==> config.mk <==
export PLATFORM = sky130hd
export DESIGN_NAME = sbox_layer_serial
export DESIGN_NICKNAME = d
export VERILOG_FILES = /design/src/rtl/sbox_layer_serial.sv
export SDC_FILE = /design/constraint.sdc
export NUM_CORES = 1
export LEC_CHECK = 0
export ABC_AREA = 0
export CAP_MARGIN = 20
export CELL_PAD_IN_SITES_DETAIL_PLACEMENT = 0
export CELL_PAD_IN_SITES_GLOBAL_PLACEMENT = 1
export CORE_MARGIN = 5
export CORE_UTILIZATION = 34
export CTS_CLUSTER_SIZE = 24
export DETAILED_ROUTE_END_ITERATION = 10
export PLACE_DENSITY = 0.79
export RECOVER_POWER = 100
export SKIP_LAST_GASP = 1
export SYNTH_ARGS = -nofsm -noshare
export SYNTH_HDL_FRONTEND = slang
export SYNTH_SLANG_ARGS = --single-unit
==> constraint.sdc <==
create_clock -name clk -period 3.1 [get_ports clk]
set_input_delay 0.465 -clock clk [delete_from_list [all_inputs] [get_ports clk]]
set_output_delay 0.465 -clock clk [all_outputs]
set_load 0.03 [all_outputs]
==> src/rtl/sbox_layer_serial.sv <==
// Serialised 4-bit S-box layer: LANES nibbles substituted per clock.
// Optional inverse table and inv port when SBOX_INVERSE_EN is defined.
module sbox_layer_serial #(
  parameter int NIBBLES = 16,
  parameter int LANES   = 1
) (
  input  logic                 clk,
  input  logic                 rst,
`ifdef SBOX_INVERSE_EN
  input  logic                 inv,
`endif
  input  logic                 in_valid,
  output logic                 in_ready,
  input  logic [4*NIBBLES-1:0] in_data,
  output logic                 out_valid,
  input  logic                 out_ready,
  output logic [4*NIBBLES-1:0] out_data,
  output logic                 busy
);

  localparam int GROUPS = NIBBLES / LANES;
  localparam int CW = (GROUPS > 1) ? $clog2(GROUPS) : 1;

  if (NIBBLES % LANES != 0) begin : g_chk
    $error("NIBBLES must be a multiple of LANES");
  end

  typedef enum logic [1:0] {IDLE, BUSY, DONE} state_t;

  state_t              state_q, state_d;
  logic [CW-1:0]       cnt_q;
  logic [4*NIBBLES-1:0] st_q, sub;
  logic                last;

  function automatic logic [3:0] sbox_fwd(input logic [3:0] x);
    logic [3:0] y;
    unique case (x)
      4'h0: y = 4'hC;
      4'h1: y = 4'h5;
      4'h2: y = 4'h6;
      4'h3: y = 4'hB;
      4'h4: y = 4'h9;
      4'h5: y = 4'h0;
      4'h6: y = 4'hA;
      4'h7: y = 4'hD;
      4'h8: y = 4'h3;
      4'h9: y = 4'hE;
      4'hA: y = 4'hF;
      4'hB: y = 4'h8;
      4'hC: y = 4'h4;
      4'hD: y = 4'h7;
      4'hE: y = 4'h1;
      default: y = 4'h2;
    endcase
    return y;
  endfunction

`ifdef SBOX_INVERSE_EN
  logic inv_q;

  function automatic logic [3:0] sbox_inv(input logic [3:0] x);
    logic [3:0] y;
    unique case (x)
      4'h0: y = 4'h5;
      4'h1: y = 4'hE;
      4'h2: y = 4'hF;
      4'h3: y = 4'h8;
      4'h4: y = 4'hC;
      4'h5: y = 4'h1;
      4'h6: y = 4'h2;
      4'h7: y = 4'hD;
      4'h8: y = 4'hB;
      4'h9: y = 4'h4;
      4'hA: y = 4'h6;
      4'hB: y = 4'h3;
      4'hC: y = 4'h0;
      4'hD: y = 4'h7;
      4'hE: y = 4'h9;
      default: y = 4'hA;
    endcase
    return y;
  endfunction
`endif

  assign last = (cnt_q == CW'(GROUPS - 1));

  // Substitute only the current group; other nibbles pass through
  always_comb begin
    int idx;
    sub = st_q;
    idx = 0;
    for (int l = 0; l < LANES; l++) begin
      idx = int'(cnt_q) * LANES + l;
`ifdef SBOX_INVERSE_EN
      sub[idx*4 +: 4] = inv_q ? sbox_inv(st_q[idx*4 +: 4])
                              : sbox_fwd(st_q[idx*4 +: 4]);
`else
      sub[idx*4 +: 4] = sbox_fwd(st_q[idx*4 +: 4]);
`endif
    end
  end

  always_ff @(posedge clk) begin
    if (rst) state_q <= IDLE;
    else     state_q <= state_d;
  end

  always_comb begin
    state_d   = state_q;
    in_ready  = 1'b0;
    out_valid = 1'b0;
    busy      = 1'b0;
    unique case (state_q)
      IDLE: begin
        in_ready = 1'b1;
        if (in_valid) state_d = BUSY;
      end
      BUSY: begin
        busy = 1'b1;
        if (last) state_d = DONE;
      end
      DONE: begin
        busy      = 1'b1;
        out_valid = 1'b1;
        if (out_ready) state_d = IDLE;
      end
      default: state_d = IDLE;
    endcase
  end

  always_ff @(posedge clk) begin
    if (rst) begin
      st_q  <= '0;
      cnt_q <= '0;
`ifdef SBOX_INVERSE_EN
      inv_q <= 1'b0;
`endif
    end else if (state_q == IDLE && in_valid) begin
      st_q  <= in_data;
      cnt_q <= '0;
`ifdef SBOX_INVERSE_EN
      inv_q <= inv;
`endif
    end else if (state_q == BUSY) begin
      st_q  <= sub;
      cnt_q <= last ? '0 : cnt_q + 1'b1;
    end
  end

  assign out_data = st_q;

endmodule
== After elaboration in Yosys (flattened, before gate mapping) ==
Memories as Yosys holds them, arrays and structs flattened.
Index checks and enable logic that the tools add are counted.

* Memories: 1
* Input bits: 68
* Memory bits (read-only): 64
* Word-level logic and storage cells: 32
* Output and inout bits: 67
* Register bits: 70

* $add $sub $neg: 2
* Mux-type cells: 11
* Shift-type cells: 3
* Eq/ne operators: 6
* Reduce and logical (&&, ||, !) cells: 6

{| class="wikitable"
|+ Memory list
! name !! words !! bits a word !! rd ports !! clocked after Yosys merged registers in !! wr ports !! line !! text
|-
| (no name shown) || 16 || 4 || 1 || 0 || 0 || 37 || <nowiki>unique case (x)</nowiki>
|}

{| class="wikitable"
|+ Operators with widths
! operator !! number
|-
| 64-bit two-way mux || 2
|-
| 64-bit bitwise mux || 1
|-
| 4-bit by 33-bit variable shift with 64-bit output (first input constant) || 1
|-
| 4-bit by 33-bit variable part select with 64-bit output || 1
|-
| 64-bit by 7-bit variable part select with 4-bit output || 1
|-
| 6-bit negation with 33-bit output || 1
|-
| 2-bit two-way mux || 3
|-
| 2-bit inequality test (second input constant) || 3
|-
| 2-bit case mux with 3 select lines || 1
|-
| 4-bit by 1-bit adder with 4-bit output (second input constant) || 1
|-
| 4-bit == test (second input constant) || 1
|-
| 4-bit two-way mux || 1
|-
| 2-bit OR reduction || 2
|-
| 1-bit two-way mux || 3
|-
| 3-bit AND reduction || 1
|-
| 2-bit by 1-bit == test with 1-bit output (second input constant) || 1
|-
| 2-bit == test (second input constant) || 1
|-
| 2-bit logical NOT || 1
|-
| 2-bit nonzero test || 1
|-
| 1-bit logical AND || 1
|}

== Depth between registers and ports, before layout ==
An unclocked memory read counts as a cell.

* Word-level depth: 6
* Mapped depth: 12
* Gate-level depth less buffers: 9

== Worst setup path after synthesis ==
No wires, ideal clock.

* Kind: reg-to-reg
* Start point: reg cnt_q[0]
* End point: reg st_q[11] (netlist: out_data[11])
* Stages on the path, launching flop included: 11
* Buffers on the path: 3
* Period minus slack after synthesis: 2768 ps
* Setup slack: 332 ps
* Arrival time: 2634 ps
* Library setup time: 134 ps
* Data required time: 2966 ps
* Path through: dfxtp_1 buf_2 buf_2 mux4_2 nand2_1 and3_1 ha_1 mux2i_1 mux2i_1 clkbuf_1 o22ai_1

* Cells in the longest elaborated chain, start to end: 6
* Elaborated cells on any way between the ends: 8
* Those cells by class: add/sub: 1; shift: 3; mux: 3; memory: 1

{| class="wikitable"
|+ Ends and longest elaborated chain
! item !! line !! text
|-
| start: declaration || 31 || <nowiki>logic [CW-1:0] cnt_q;</nowiki>
|-
| start signal: assignment || 146 || <nowiki>cnt_q <= last ? '0 : cnt_q + 1'b1;</nowiki>
|-
| 64-bit by 7-bit variable part select with 4-bit output || 98 || <nowiki>sub[idx*4 +: 4] = sbox_fwd(st_q[idx*4 +: 4]);</nowiki>
|-
| memory read 16 x 4 bit || - ||
|-
| 4-bit by 33-bit variable part select with 64-bit output || 98 ||
|-
| 64-bit bitwise mux * || 98 ||
|-
| 64-bit two-way mux * || 144 || <nowiki>end else if (state_q == BUSY) begin</nowiki>
|-
| 64-bit two-way mux * || 138 || <nowiki>end else if (state_q == IDLE && in_valid) begin</nowiki>
|-
| end signal: assignment || 139 || <nowiki>st_q <= in_data;</nowiki>
|-
| end signal: assignment || 145 || <nowiki>st_q <= sub;</nowiki>
|-
| end: declaration || 32 || <nowiki>logic [4*NIBBLES-1:0] st_q, sub;</nowiki>
|}

Every way passes the cells marked *; elsewhere a longest branch is shown, timed or not. The select of a mux whose other input is x is not followed.
A chain may end at the register's enable or synchronous reset.

== Worst setup path after layout ==
* Start point: reg cnt_q[1]
* End point: reg st_q[16] (netlist: out_data[16])

The elaborated chain is that of the path after synthesis.

==> summary.txt <==
Placement
  – Port bufs: 134
  – Cells after DPL: 708
  – DP Area: 5490 um2
  – HPWL Detailed: 12.08 mm
  – Placer congestion estimate: 0.8754

Timing
  – Rel. slew slack: 52.99%
  – Final hold violation count: 0
  – RSZ-0062 raised after global routing: no
  – Slew Viols, Final: 0
  – Final worst path period share: 93.42%
  – Worst-case clock skew: 0.009478 ns
  – Post-Route Setup TNS: 0 ns
  – Slew @ Worst Pin: 0.6953 ns
  – Fmax: 345.3 MHz
  – Crit path time final: 2.896 ns
  – Final Setup Violations: 0

Layout
  – Fill count: 1103
  – Area growth, synth to finish: 47.13%
  – Design area: 5797 um2
  – Share of layout cells above drive strength 1: 11.19%
  – Multi-input logic area: 2331 um2
  – Reg area: 1404 um2
  – Antenna diode count: 0
  – Fin cells: 724
  – Fin nets: 657

Synth
  – Mux contribution to synthesized area: 11.65%
  – Xor-xnor portion of the synthesized cell area: 0.8574%
  – Top post-synthesis cells by area: dfxtp_1, o22ai_1, a22oi_1
  – Yosys warns: 0
  – Gate Count Post-Synth: 439
  – Ys async rst share: 0%
  – Mapped Area: 3940 um2
  – Largest family of logic cells by synthesized area: compound AO/OA/AOI/OAI gates
  – Synthesized net count: 520
  – Synth area leader: dfxtp_1
  – Number of synthesized flops with an enable pin: 0
  – Synth unique cells: 43
  – Synth top area share: 35.57%
  – Simple-gate portion of the synthesized area: 15.78%
  – Mean Syn Cell Area: 8.975 um2
  – Post-Synth Adder-Cell Area: 4.128%
  – Sequential share of the synthesized area: 35.57%
  – Most used DFF post-synth: dfxtp_1
  – Compound-Gate Fraction of Synth Area: 27.25%
  – Post-synthesis register bit count: 70

Clock network
  – Resize count post-CTS: 0
  – Total CTS buffers: 9
  – CTS root buf: clkbuf_16
  – Clk pin slew, worst setup/hold paths: 0.06 ns
  – Clock Latency Late Sink: 0.33 ns
  – # clock sinks: 70
  – CTS tree: yes
  – H-tree depth: 3
  – Postcts setup bufs: 0
  – CTS Buffer Depth: 2
  – Hold_buf cts: 0

Drt
  – Number of routed nets with antenna violations: 0
  – Post-Route WL: 15.79 mm
  – Vias per cell: 5.859
  – Vias: 4242
  – # DRC: 0
  – DRT iter0 DRCs: 294
  – DR WL/cell: 21.81 um
  – TritonRoute pass-1 iters: 5

Worst setup path
  – CP Max Fanout: 18
  – Top Family by Delay on Critical Path: multiplexers
  – Crit-path cells: buf_4 -> mux2_1 -> mux4_2 -> mux2_4 -> mux2i_4 -> xnor2_1 -> clkbuf_2 -> o22ai_1
  – Worst path bufs/invs: 2
  – Worst Path Arrival: 3.09 ns
  – Startpoint types: flip-flop
  – CP Class: reg -> reg
  – Critical path required time: 3.30 ns
  – Crit end category: flip-flop
  – Max incr delay on CP: 0.56 ns
  – Crit-path slowest cell: mux4_2

Power
  – Maximum vdd drop: 0.0002877 V
  – Sequential power share: 30.4%
  – Internal power: 2.283 mW
  – Net Sw Power: 1.245 mW
  – Clock share of power: 34.0%
  – Gate power share: 35.6%
  – LEAKAGE: 2.311 nW
  – PwrDens: 608.6 nW/um2
  – Sw Ratio: 35.29%

Run
  – Max-Cap Viols: 0

GRT
  – Gr ovfl total: 0
  – Initial antenna violation count: 0
  – Vias in the first global route: 4383
  – Gr usage total: 22.14%
  – First-pass GRT wire length: 24.80 mm
  – Largest net degree at the start of global routing: 36

Floorplanning
  – Starting Density: 34.65%
  – Cell Rows: 39
  – Die height: 117.7 um
  – Core Region: 11370 um2
  – IO Pins: 135
  – Die Wd: 117.7 um
  – Die area: 13840 um2

Run status
  – Status: completed

Hold path
  – Hold/Removal Path Class: reg -> reg
[flip-flops by register name, summed over array words and instances, names as in the netlist]
| signal | cells |
|---|---|
| state_q | 2 |
| cnt_q | 4 |
| out_data | 64 |
[power groups by stage]
stage / clock network, mW / registers [mW] / logic (mW)
global route: 1.25 / 1.08 / 1.34
global placement: 0 / 1.09 / 1.30
detailed placement: 0 / 1.10 / 1.31
finish: 1.20 / 1.07 / 1.25
CTS: 1.21 / 1.08 / 1.31
floorplan: 0 / 1.22 / 0.634
[synthesized netlist by cell type, drive strengths merged, types with 11 or more instances]
cell and instances:
and3 35, dfxtp 70, inv 11, nand2 28, a21oi 47, nor2 18
mux2i 12, clkbuf 23, a22oi 38, ha 13, o22ai 62, mux4 11
[logic make-up after synthesis]
family                     after synthesis
adders and majority gates               13
and+or+nand+nor                        119
muxes                                   29
xor gates and xnor gates                 3
DFF                                     70
buffers and inverters                   43
AOI/OAI and AO/OA                      162
[routing by layer]
layer	wire length [um]	vias to the layer above	track usage (%)
met3	1184	20	5.478
met1	6542	2081	28.53
li1	-	1958	-
met2	7772	183	36.70
met4	294	0	6.452
met5	0	-	0
[final cells by class]
| type | instances | area share, % |
|---|---|---|
| Multi-Input combinational cell | 326 | 40.21 |
| Timing Repair Buffer | 158 | 25.92 |
| Sequential cell | 70 | 24.22 |
| Clock buffer | 11 | 4.015 |
| Tap cell | 143 | 3.087 |
| Clock inverter | 5 | 1.835 |
| Inverter | 11 | 0.7123 |
[stage by stage]
step,hold slack (ns),power (mW),utilization [%],setup WS [ns]
floorplan,0.4996,1.853,-,0.3320
global placement,0.5226,2.392,48.29,0.2469
detailed placement,0.5607,2.402,48.29,0.2110
CTS,0.5778,3.598,51.27,0.1700
global route,0.5987,3.674,50.98,0.08227
finish,0.5590,3.528,50.98,0.2040
[path summary, 6_finish.rpt]
check | start | endpoint | slack [ns] | depth (start not counted)
min | out_data[3] | out_data[3] | 0.56 | 2
max | cnt_q[1] | out_data[16] | 0.20 | 8
max reg2reg | cnt_q[1] | out_data[16] | 0.20 | 8
min reg2reg | out_data[3] | out_data[3] | 0.56 | 2
[worst reg2reg max path, cell delays in order (launching register included)]
cell and delay (ns):
dfxtp_1 0.34, buf_4 0.26, mux2_1 0.40, mux4_2 0.56, mux2_4 0.35, mux2i_4 0.20
xnor2_1 0.24, clkbuf_2 0.28, o22ai_1 0.12
[placed cells by master, fill, tap and decap left out, drive strengths merged]
cell type	instances
buf	20
o211ai	1
a2bb2oi	1
or4b	1
mux2i	12
inv	12
nand2b	8
nor4b	1
a211oi	2
mux4	11
nand3	10
nand4	1
clkinvlp	1
and4	1
o22a	1
nand3b	1
nor2b	8
and3	35
a22oi	38
dfxtp	70
a2111oi	2
a21oi	47
clkbuf	16
nor2	18
nor3	4
and2	3
o21ai	4
xor2	2
clkdlybuf4s50	66
ha	13
mux2	6
a311oi	1
a211o	1
dlygate4sd3	67
nand2	28
o22ai	62
xnor2	1
bufinv	3
a31oi	2
(Power assumes the default switching activity.)
